==> src/rtl/ctrl_pkg.sv <==
// Shared types and encodings for the multi-cycle RV32I control FSM.
package ctrl_pkg;

   typedef enum logic [3:0] {
      S_IDLE,
      S_FETCH,
      S_DECODE,
      S_MEMADR,
      S_MEMREAD,
      S_MEMWB,
      S_MEMWRITE,
      S_EXECR,
      S_EXECI,
      S_ALUWB,
      S_BEQ,
      S_JAL,
      S_ILLEGAL,
      S_FAULT
   } state_t;

   localparam logic [6:0] OP_LW  = 7'b0000011;
   localparam logic [6:0] OP_SW  = 7'b0100011;
   localparam logic [6:0] OP_R   = 7'b0110011;
   localparam logic [6:0] OP_I   = 7'b0010011;
   localparam logic [6:0] OP_BEQ = 7'b1100011;
   localparam logic [6:0] OP_JAL = 7'b1101111;

   localparam logic [1:0] RES_ALUOUT    = 2'b00;
   localparam logic [1:0] RES_DATA      = 2'b01;
   localparam logic [1:0] RES_ALURESULT = 2'b10;

   localparam logic [1:0] SRCA_PC    = 2'b00;
   localparam logic [1:0] SRCA_OLDPC = 2'b01;
   localparam logic [1:0] SRCA_RD1   = 2'b10;

   localparam logic [1:0] SRCB_RD2  = 2'b00;
   localparam logic [1:0] SRCB_IMM  = 2'b01;
   localparam logic [1:0] SRCB_FOUR = 2'b10;

   localparam logic [1:0] ALUOP_ADD   = 2'b00;
   localparam logic [1:0] ALUOP_SUB   = 2'b01;
   localparam logic [1:0] ALUOP_FUNCT = 2'b10;

   function automatic logic is_mem_state(input state_t s);
      return (s == S_FETCH) || (s == S_MEMREAD) || (s == S_MEMWRITE);
   endfunction

endpackage

==> src/rtl/ctrl_mem_timer.sv <==
// Memory wait counter with terminal-count compare; shared by all memory-access states.
module ctrl_mem_timer
   import ctrl_pkg::*;
#(
   parameter int MEM_TIMEOUT = 255
) (
   input  logic clk,
   input  logic rst_n,
   input  logic active,
   input  logic mem_ready,
   output logic timeout
);

   localparam int CW = (MEM_TIMEOUT < 1) ? 1 : $clog2(MEM_TIMEOUT + 1);
   localparam logic [CW-1:0] LIMIT = CW'(MEM_TIMEOUT);

   logic [CW-1:0] count;

   // Cleared outside memory states and on completion, so every access starts from zero.
   always_ff @(posedge clk or negedge rst_n) begin
      if (!rst_n) begin
         count <= '0;
      end else if (!active || mem_ready) begin
         count <= '0;
      end else if (count != LIMIT) begin
         count <= count + 1'b1;
      end
   end

   assign timeout = (MEM_TIMEOUT != 0) && active && !mem_ready && (count == LIMIT);

endmodule

==> src/rtl/multicycle_ctrl_fsm.sv <==
// Main control FSM of the multi-cycle RV32I core; CTRL_PERF_CNT_EN adds the instret counter.
module multicycle_ctrl_fsm
   import ctrl_pkg::*;
#(
   parameter int MEM_TIMEOUT = 255,
   parameter int PERF_CNT_W  = 32
) (
   input  logic       clk,
   input  logic       rst_n,
   input  logic [6:0] op,
   input  logic       zero,
   input  logic       mem_ready,
   output logic       mem_req,
   output logic       mem_write,
   output logic       adr_src,
   output logic       ir_write,
   output logic       pc_write,
   output logic       reg_write,
   output logic [1:0] result_src,
   output logic [1:0] alu_src_a,
   output logic [1:0] alu_src_b,
   output logic [1:0] alu_op,
   output logic       illegal_instr,
   output logic       bus_fault
`ifdef CTRL_PERF_CNT_EN
   ,
   output logic [PERF_CNT_W-1:0] instret
`endif
);

   // state    | meaning
   // IDLE     | after reset, one cycle
   // FETCH    | read instruction at PC, PC+4 into PC
   // DECODE   | branch/jump target into ALUOut, dispatch on opcode
   // MEMADR   | rs1 + imm address for lw/sw
   // MEMREAD  | load data read
   // MEMWB    | load data into rd
   // MEMWRITE | store data write
   // EXECR    | R-type ALU op
   // EXECI    | I-type ALU op
   // ALUWB    | ALUOut into rd (ALU ops and jal link)
   // BEQ      | compare, PC <= target if equal
   // JAL      | PC <= target, PC+4 computed for link
   // ILLEGAL  | unsupported opcode, terminal
   // FAULT    | memory timeout, terminal

   state_t state_q, state_d;
   logic   timeout;

   ctrl_mem_timer #(.MEM_TIMEOUT(MEM_TIMEOUT)) u_timer (
      .clk       (clk),
      .rst_n     (rst_n),
      .active    (is_mem_state(state_q)),
      .mem_ready (mem_ready),
      .timeout   (timeout)
   );

   always_ff @(posedge clk or negedge rst_n) begin
      if (!rst_n) state_q <= S_IDLE;
      else        state_q <= state_d;
   end

   always_comb begin
      state_d       = state_q;
      mem_req       = 1'b0;
      mem_write     = 1'b0;
      adr_src       = 1'b0;
      ir_write      = 1'b0;
      pc_write      = 1'b0;
      reg_write     = 1'b0;
      result_src    = RES_ALUOUT;
      alu_src_a     = SRCA_PC;
      alu_src_b     = SRCB_RD2;
      alu_op        = ALUOP_ADD;
      illegal_instr = 1'b0;
      bus_fault     = 1'b0;
      case (state_q)
         S_IDLE: state_d = S_FETCH;
         S_FETCH: begin
            mem_req    = 1'b1;
            alu_src_b  = SRCB_FOUR;
            result_src = RES_ALURESULT;
            if (mem_ready) begin
               ir_write = 1'b1;
               pc_write = 1'b1;
               state_d  = S_DECODE;
            end else if (timeout) begin
               state_d = S_FAULT;
            end
         end
         S_DECODE: begin
            alu_src_a = SRCA_OLDPC;
            alu_src_b = SRCB_IMM;
            case (op)
               OP_LW, OP_SW: state_d = S_MEMADR;
               OP_R:         state_d = S_EXECR;
               OP_I:         state_d = S_EXECI;
               OP_BEQ:       state_d = S_BEQ;
               OP_JAL:       state_d = S_JAL;
               default:      state_d = S_ILLEGAL;
            endcase
         end
         S_MEMADR: begin
            alu_src_a = SRCA_RD1;
            alu_src_b = SRCB_IMM;
            state_d   = op[5] ? S_MEMWRITE : S_MEMREAD;
         end
         S_MEMREAD: begin
            mem_req = 1'b1;
            adr_src = 1'b1;
            if (mem_ready)    state_d = S_MEMWB;
            else if (timeout) state_d = S_FAULT;
         end
         S_MEMWRITE: begin
            mem_req   = 1'b1;
            mem_write = 1'b1;
            adr_src   = 1'b1;
            if (mem_ready)    state_d = S_FETCH;
            else if (timeout) state_d = S_FAULT;
         end
         S_MEMWB: begin
            result_src = RES_DATA;
            reg_write  = 1'b1;
            state_d    = S_FETCH;
         end
         S_EXECR: begin
            alu_src_a = SRCA_RD1;
            alu_op    = ALUOP_FUNCT;
            state_d   = S_ALUWB;
         end
         S_EXECI: begin
            alu_src_a = SRCA_RD1;
            alu_src_b = SRCB_IMM;
            alu_op    = ALUOP_FUNCT;
            state_d   = S_ALUWB;
         end
         S_ALUWB: begin
            reg_write = 1'b1;
            state_d   = S_FETCH;
         end
         S_BEQ: begin
            alu_src_a = SRCA_RD1;
            alu_op    = ALUOP_SUB;
            pc_write  = zero;
            state_d   = S_FETCH;
         end
         S_JAL: begin
            alu_src_a = SRCA_OLDPC;
            alu_src_b = SRCB_FOUR;
            pc_write  = 1'b1;
            state_d   = S_ALUWB;
         end
         S_ILLEGAL: illegal_instr = 1'b1;
         S_FAULT:   bus_fault     = 1'b1;
         default:   state_d       = S_IDLE;
      endcase
   end

`ifdef CTRL_PERF_CNT_EN
   logic retire;

   // jal is counted in ALUWB only, so JAL itself is not a retirement state.
   assign retire = ((state_q == S_MEMWRITE) && mem_ready) || (state_q == S_MEMWB) ||
                   (state_q == S_ALUWB) || (state_q == S_BEQ);

   always_ff @(posedge clk or negedge rst_n) begin
      if (!rst_n)      instret <= '0;
      else if (retire) instret <= instret + 1'b1;
   end
`endif

endmodule

==> config.mk <==
export PLATFORM = sky130hd
export DESIGN_NAME = multicycle_ctrl_fsm
export DESIGN_NICKNAME = d
export VERILOG_FILES = /design/src/rtl/ctrl_pkg.sv /design/src/rtl/ctrl_mem_timer.sv /design/src/rtl/multicycle_ctrl_fsm.sv
export SDC_FILE = /design/constraint.sdc
export NUM_CORES = 1
export LEC_CHECK = 0
export ABC_AREA = 1
export BUFFER_PORTS_ARGS = -buffer_cell sky130_fd_sc_hd__buf_2
export CELL_PAD_IN_SITES_DETAIL_PLACEMENT = 1
export CELL_PAD_IN_SITES_GLOBAL_PLACEMENT = 1
export CORE_MARGIN = 4
export CORE_UTILIZATION = 37
export CTS_BUF_LIST = sky130_fd_sc_hd__clkbuf_2
export DETAILED_ROUTE_END_ITERATION = 8
export GPL_ROUTABILITY_DRIVEN = 0
export PLACE_DENSITY = 0.88
export SYNTH_ARGS = -nofsm -noshare
export SYNTH_HDL_FRONTEND = slang
export SYNTH_HIERARCHICAL = 1
export SYNTH_SLANG_ARGS = --single-unit
==> constraint.sdc <==
create_clock -name clk -period 2.06 [get_ports clk]
set_input_delay 0.309 -clock clk [delete_from_list [all_inputs] [get_ports clk]]
set_output_delay 0.309 -clock clk [all_outputs]
set_load 0.02 [all_outputs]
==> qor.log <==
INFO  clock_network  cts_max_path_buffers=2
INFO  clock_network  cts_tree=built
INFO  synth          ys_seq_elements=12
INFO  min_path       hold_path.startpoint=mem_ready
INFO  worst_setup_path cp_slowest_cell=dfrtp_1
INFO  floorplan      num_rows=19
INFO  worst_setup_path reg2reg_setup_slack=0.19ns
INFO  timing         grt_setup_unrepaired=false
INFO  timing         skew=0.00411ns
INFO  worst_setup_path worstSetupPathType=reg -> out
INFO  synth          synth_cell_type_count=23
INFO  layout         final_layout_size_suffix_gt1_frac=0.281
INFO  clock_network  clk_pin_slew_worst_paths=0.12ns
INFO  job            cap_viol_max_count=0
INFO  floorplan      die_width=61.2um
INFO  min_path       type_of_the_most_critical_hold_path=in -> reg
INFO  routing        drt-wirelength-per-cell=14.3um
INFO  power_and_ir_drop vdd_drop_max=625uV
INFO  synth          synth_commonest_cells=49 x nand2_1, 27 x inv_1, 21 x nand3_1, 17 x nor2_1, 12 x dfrtp_1
INFO  layout         area_delta_synth_final=19.4%
INFO  grt            grt_pass1_wl=5070um
INFO  timing         period_minus_slack=1.91ns
INFO  routing        vias_per_cell=5.14
INFO  synth          yosysWarningCount=6
INFO  routing        ant_nets=0
INFO  grt            antenna_found_initial=0
INFO  worst_setup_path r2r.worst_path.cells=15
INFO  grt            grt.overflow.total=0
INFO  synth          netlist.area_leader.share=0.287
INFO  timing         max_slew.worst_pin.slew=0.276ns
INFO  floorplan      floorplan.die_area=3750um^2
INFO  layout         finalCoreUtilization=0.457
INFO  layout         final_nets=213
INFO  worst_setup_path setup.worst_path.start_class=flip-flop
INFO  timing         achievable-frequency=525MHz
INFO  placed_design  placedInstanceArea=1220um^2
INFO  timing         setup_viol=0
INFO  routing        drc=0
INFO  synth          synth-async-reset-ratio=1.00
INFO  worst_setup_path setup.worst_path.end_class=primary output
INFO  power_and_ir_drop power-per-cell-area=1100nW/um^2
INFO  grt            pin_count_of_the_biggest_net_entering_global_routing=13
INFO  routing        drt_iter0_drc=29
INFO  layout         area.sequential=302um^2
INFO  worst_setup_path worstReg2RegEnd=state_q[0]
INFO  clock_network  cts-root-buf=clkbuf_2
INFO  routing        drt_wl_total=3280um
INFO  synth          synth_top_flop_cell=dfrtp_1
INFO  synth          synth_nets=180
INFO  min_path       holdPathEnd=u_timer/count[7]
INFO  synth          synth_seq_area_share=0.287
INFO  worst_setup_path required=1.75ns
INFO  floorplan      num_io_pins=27
INFO  layout         num-fill-cells=395
INFO  grt            first_global_vias=1154
INFO  placed_design  io_buffers=26
INFO  clock_network  htree_levels=1
INFO  layout         summed_area_of_non_filler_cells_in_the_final_layout=1250um^2
INFO  worst_setup_path timing.rr.start=state_q[2]
INFO  synth          synthDominantAreaCellType=dfrtp_1
INFO  synth          number_of_synthesized_flops_with_an_enable_pin=0
INFO  synth          synth_area_per_cell=6.23um^2
INFO  worst_setup_path cp_data_arrival_time=1.60ns
INFO  layout         count_of_antenna_diodes_in_the_layout=0
INFO  timing         setup-tns-final=0ns
INFO  routing        detailroute.via_count=1182
INFO  grt            grt.total_usage=0.185
INFO  worst_setup_path critPathTopFamily=buffers and inverters
INFO  worst_setup_path worst-path-max-fanout=8
INFO  min_path       hold_depth=4
INFO  worst_setup_path cp_cell_sequence=buf_4 > nor2_2 > nand2_1 > inv_1 > a21oi_1 > o21ai_1 > buf_2
INFO  synth          post_synth_instance_area=1050um^2
INFO  layout         multiInputGateArea=623um^2
INFO  worst_setup_path cp_num_buf_inv=3
INFO  timing         report.final.hold_viol_count=0
INFO  synth          postSynthCellCount=168
INFO  floorplan      floorplan_core_area=2730um^2
INFO  routing        drt-pass1-iter-count=4
INFO  synth          synthMostInstantiatedCell=nand2_1
INFO  worst_setup_path path_depth=7
INFO  power_and_ir_drop post-layout-total-power=1.38mW
INFO  worst_setup_path critical_path.max_stage_delay=0.41ns
INFO  synth          most_area_consuming_cells_after_synthesis=dfrtp_1 29%, nand2_1 18%, nand3_1 10%
INFO  clock_network  clkSinkCount=12
INFO  floorplan      floorplan.die.height=61.2um
INFO  timing         fin_crit_sh=0.925
INFO  floorplan      start_util=0.383
INFO  timing         max_slew_margin=0.814
INFO  power_and_ir_drop leakage=0.743nW
INFO  clock_network  clk-insertion-delay-late=0.27ns
INFO  placed_design  detailed_place_hpwl=2790um
INFO  clock_network  numCtsBuffers=3
INFO  timing         final-max-slew-violation-count=0
INFO  run_status     run_status=complete, no violations
per-stage QoR:
| step | std cells | hold slack (ns) | setup slack (ns) |
|---|---|---|---|
| 2_1_floorplan | 168 | 0.0134 | 0.324 |
| 3_3_place_gp | 226 | 0.195 | 0.324 |
| 3_5_place_dp | 226 | 0.202 | 0.209 |
| 4_1_cts | 230 | 0.388 | 0.156 |
| 5_1_grt | 230 | 0.395 | 0.00172 |
| 6_report | 230 | 0.390 | 0.155 |
state kept, by name, summed over array words and instances, names as in the netlist:
name,cells
u_timer/count,8
state_q,4
final cells by class:
type / instances / share of cell area
clock buffers: 3 / 0.0120
inverters: 31 / 0.0931
multi-input cells: 124 / 0.498
flip-flops and latches: 12 / 0.241
well taps: 31 / 0.0310
repair buffers: 29 / 0.124
logic make-up (layout without fill, tap and decap cells):
kind of cell	after synthesis	in the layout	synth area share
AOI/OAI and AO/OA	13	13	0.0741
DFF	12	12	0.287
and+or+nand+nor	110	110	0.509
adders and majority gates	1	1	0.0119
buffers and inverters	32	63	0.118
what timing repair did:
action	CTS	global route
buffers inserted	0	0
hold buffers	1	0
endpoints found under the setup margin	0	1
gates resized for setup	0	1
endpoints found under the hold margin	12	0
cells in the final DEF, fill, tap and decap left out:
cell and n:
buf_2 26, nor3_2 2, nand2_2 4, a21oi_1 5, clkbuf_2 3, nor2_1 17
dfrtp_1 11, nand4_1 4, nand3_1 21, nand2_1 49, o21ai_1 1, inv_1 27
ha_1 1, nand2_4 1, o21bai_1 1, o21ai_0 3, buf_4 2, dfrtp_2 1
nand3_4 1, nand3_2 1, nor3_1 1, nor2_2 7, o21ai_2 2, nor2_4 2
dlygate4sd3_1 1, o31ai_1 1, inv_2 4
power breakdown:
part / leakage, nW / total, mW / switching [mW] / internal [mW]
clock network: 0.0125 / 0.120 / 0.0806 / 0.0397
logic: 0.570 / 0.903 / 0.623 / 0.280
registers: 0.161 / 0.355 / 0.0708 / 0.284
total: 0.743 / 1.38 / 0.775 / 0.604
routing by layer:
layer | GRT usage | vias to the layer above | share of wire
met2 | 0.317 | 28 | 0.50
met4 | 0.0650 | 0 | 0.014
li1 | - | 592 | -
met5 | 0 | - | 0
met1 | 0.240 | 557 | 0.45
met3 | 0.0189 | 5 | 0.031
how the worst max path moves through the flow:
stage               startpoint  slack, ns          to
floorplan           state_q[2]       0.32  state_q[0]
global placement    state_q[2]       0.32  state_q[0]
detailed placement  state_q[2]       0.21  state_q[0]
CTS                 state_q[0]       0.16    pc_write
global route        state_q[2]      0.002  state_q[0]
finish              state_q[0]       0.15    pc_write
tightest hold or removal path, delay by kind of cell:
kind	cells	cell delay, ns
buffers and inverters	1	0.13
AND/OR/NAND/NOR	3	0.20
No activity file was read; power rests on OpenSTA's default activity.
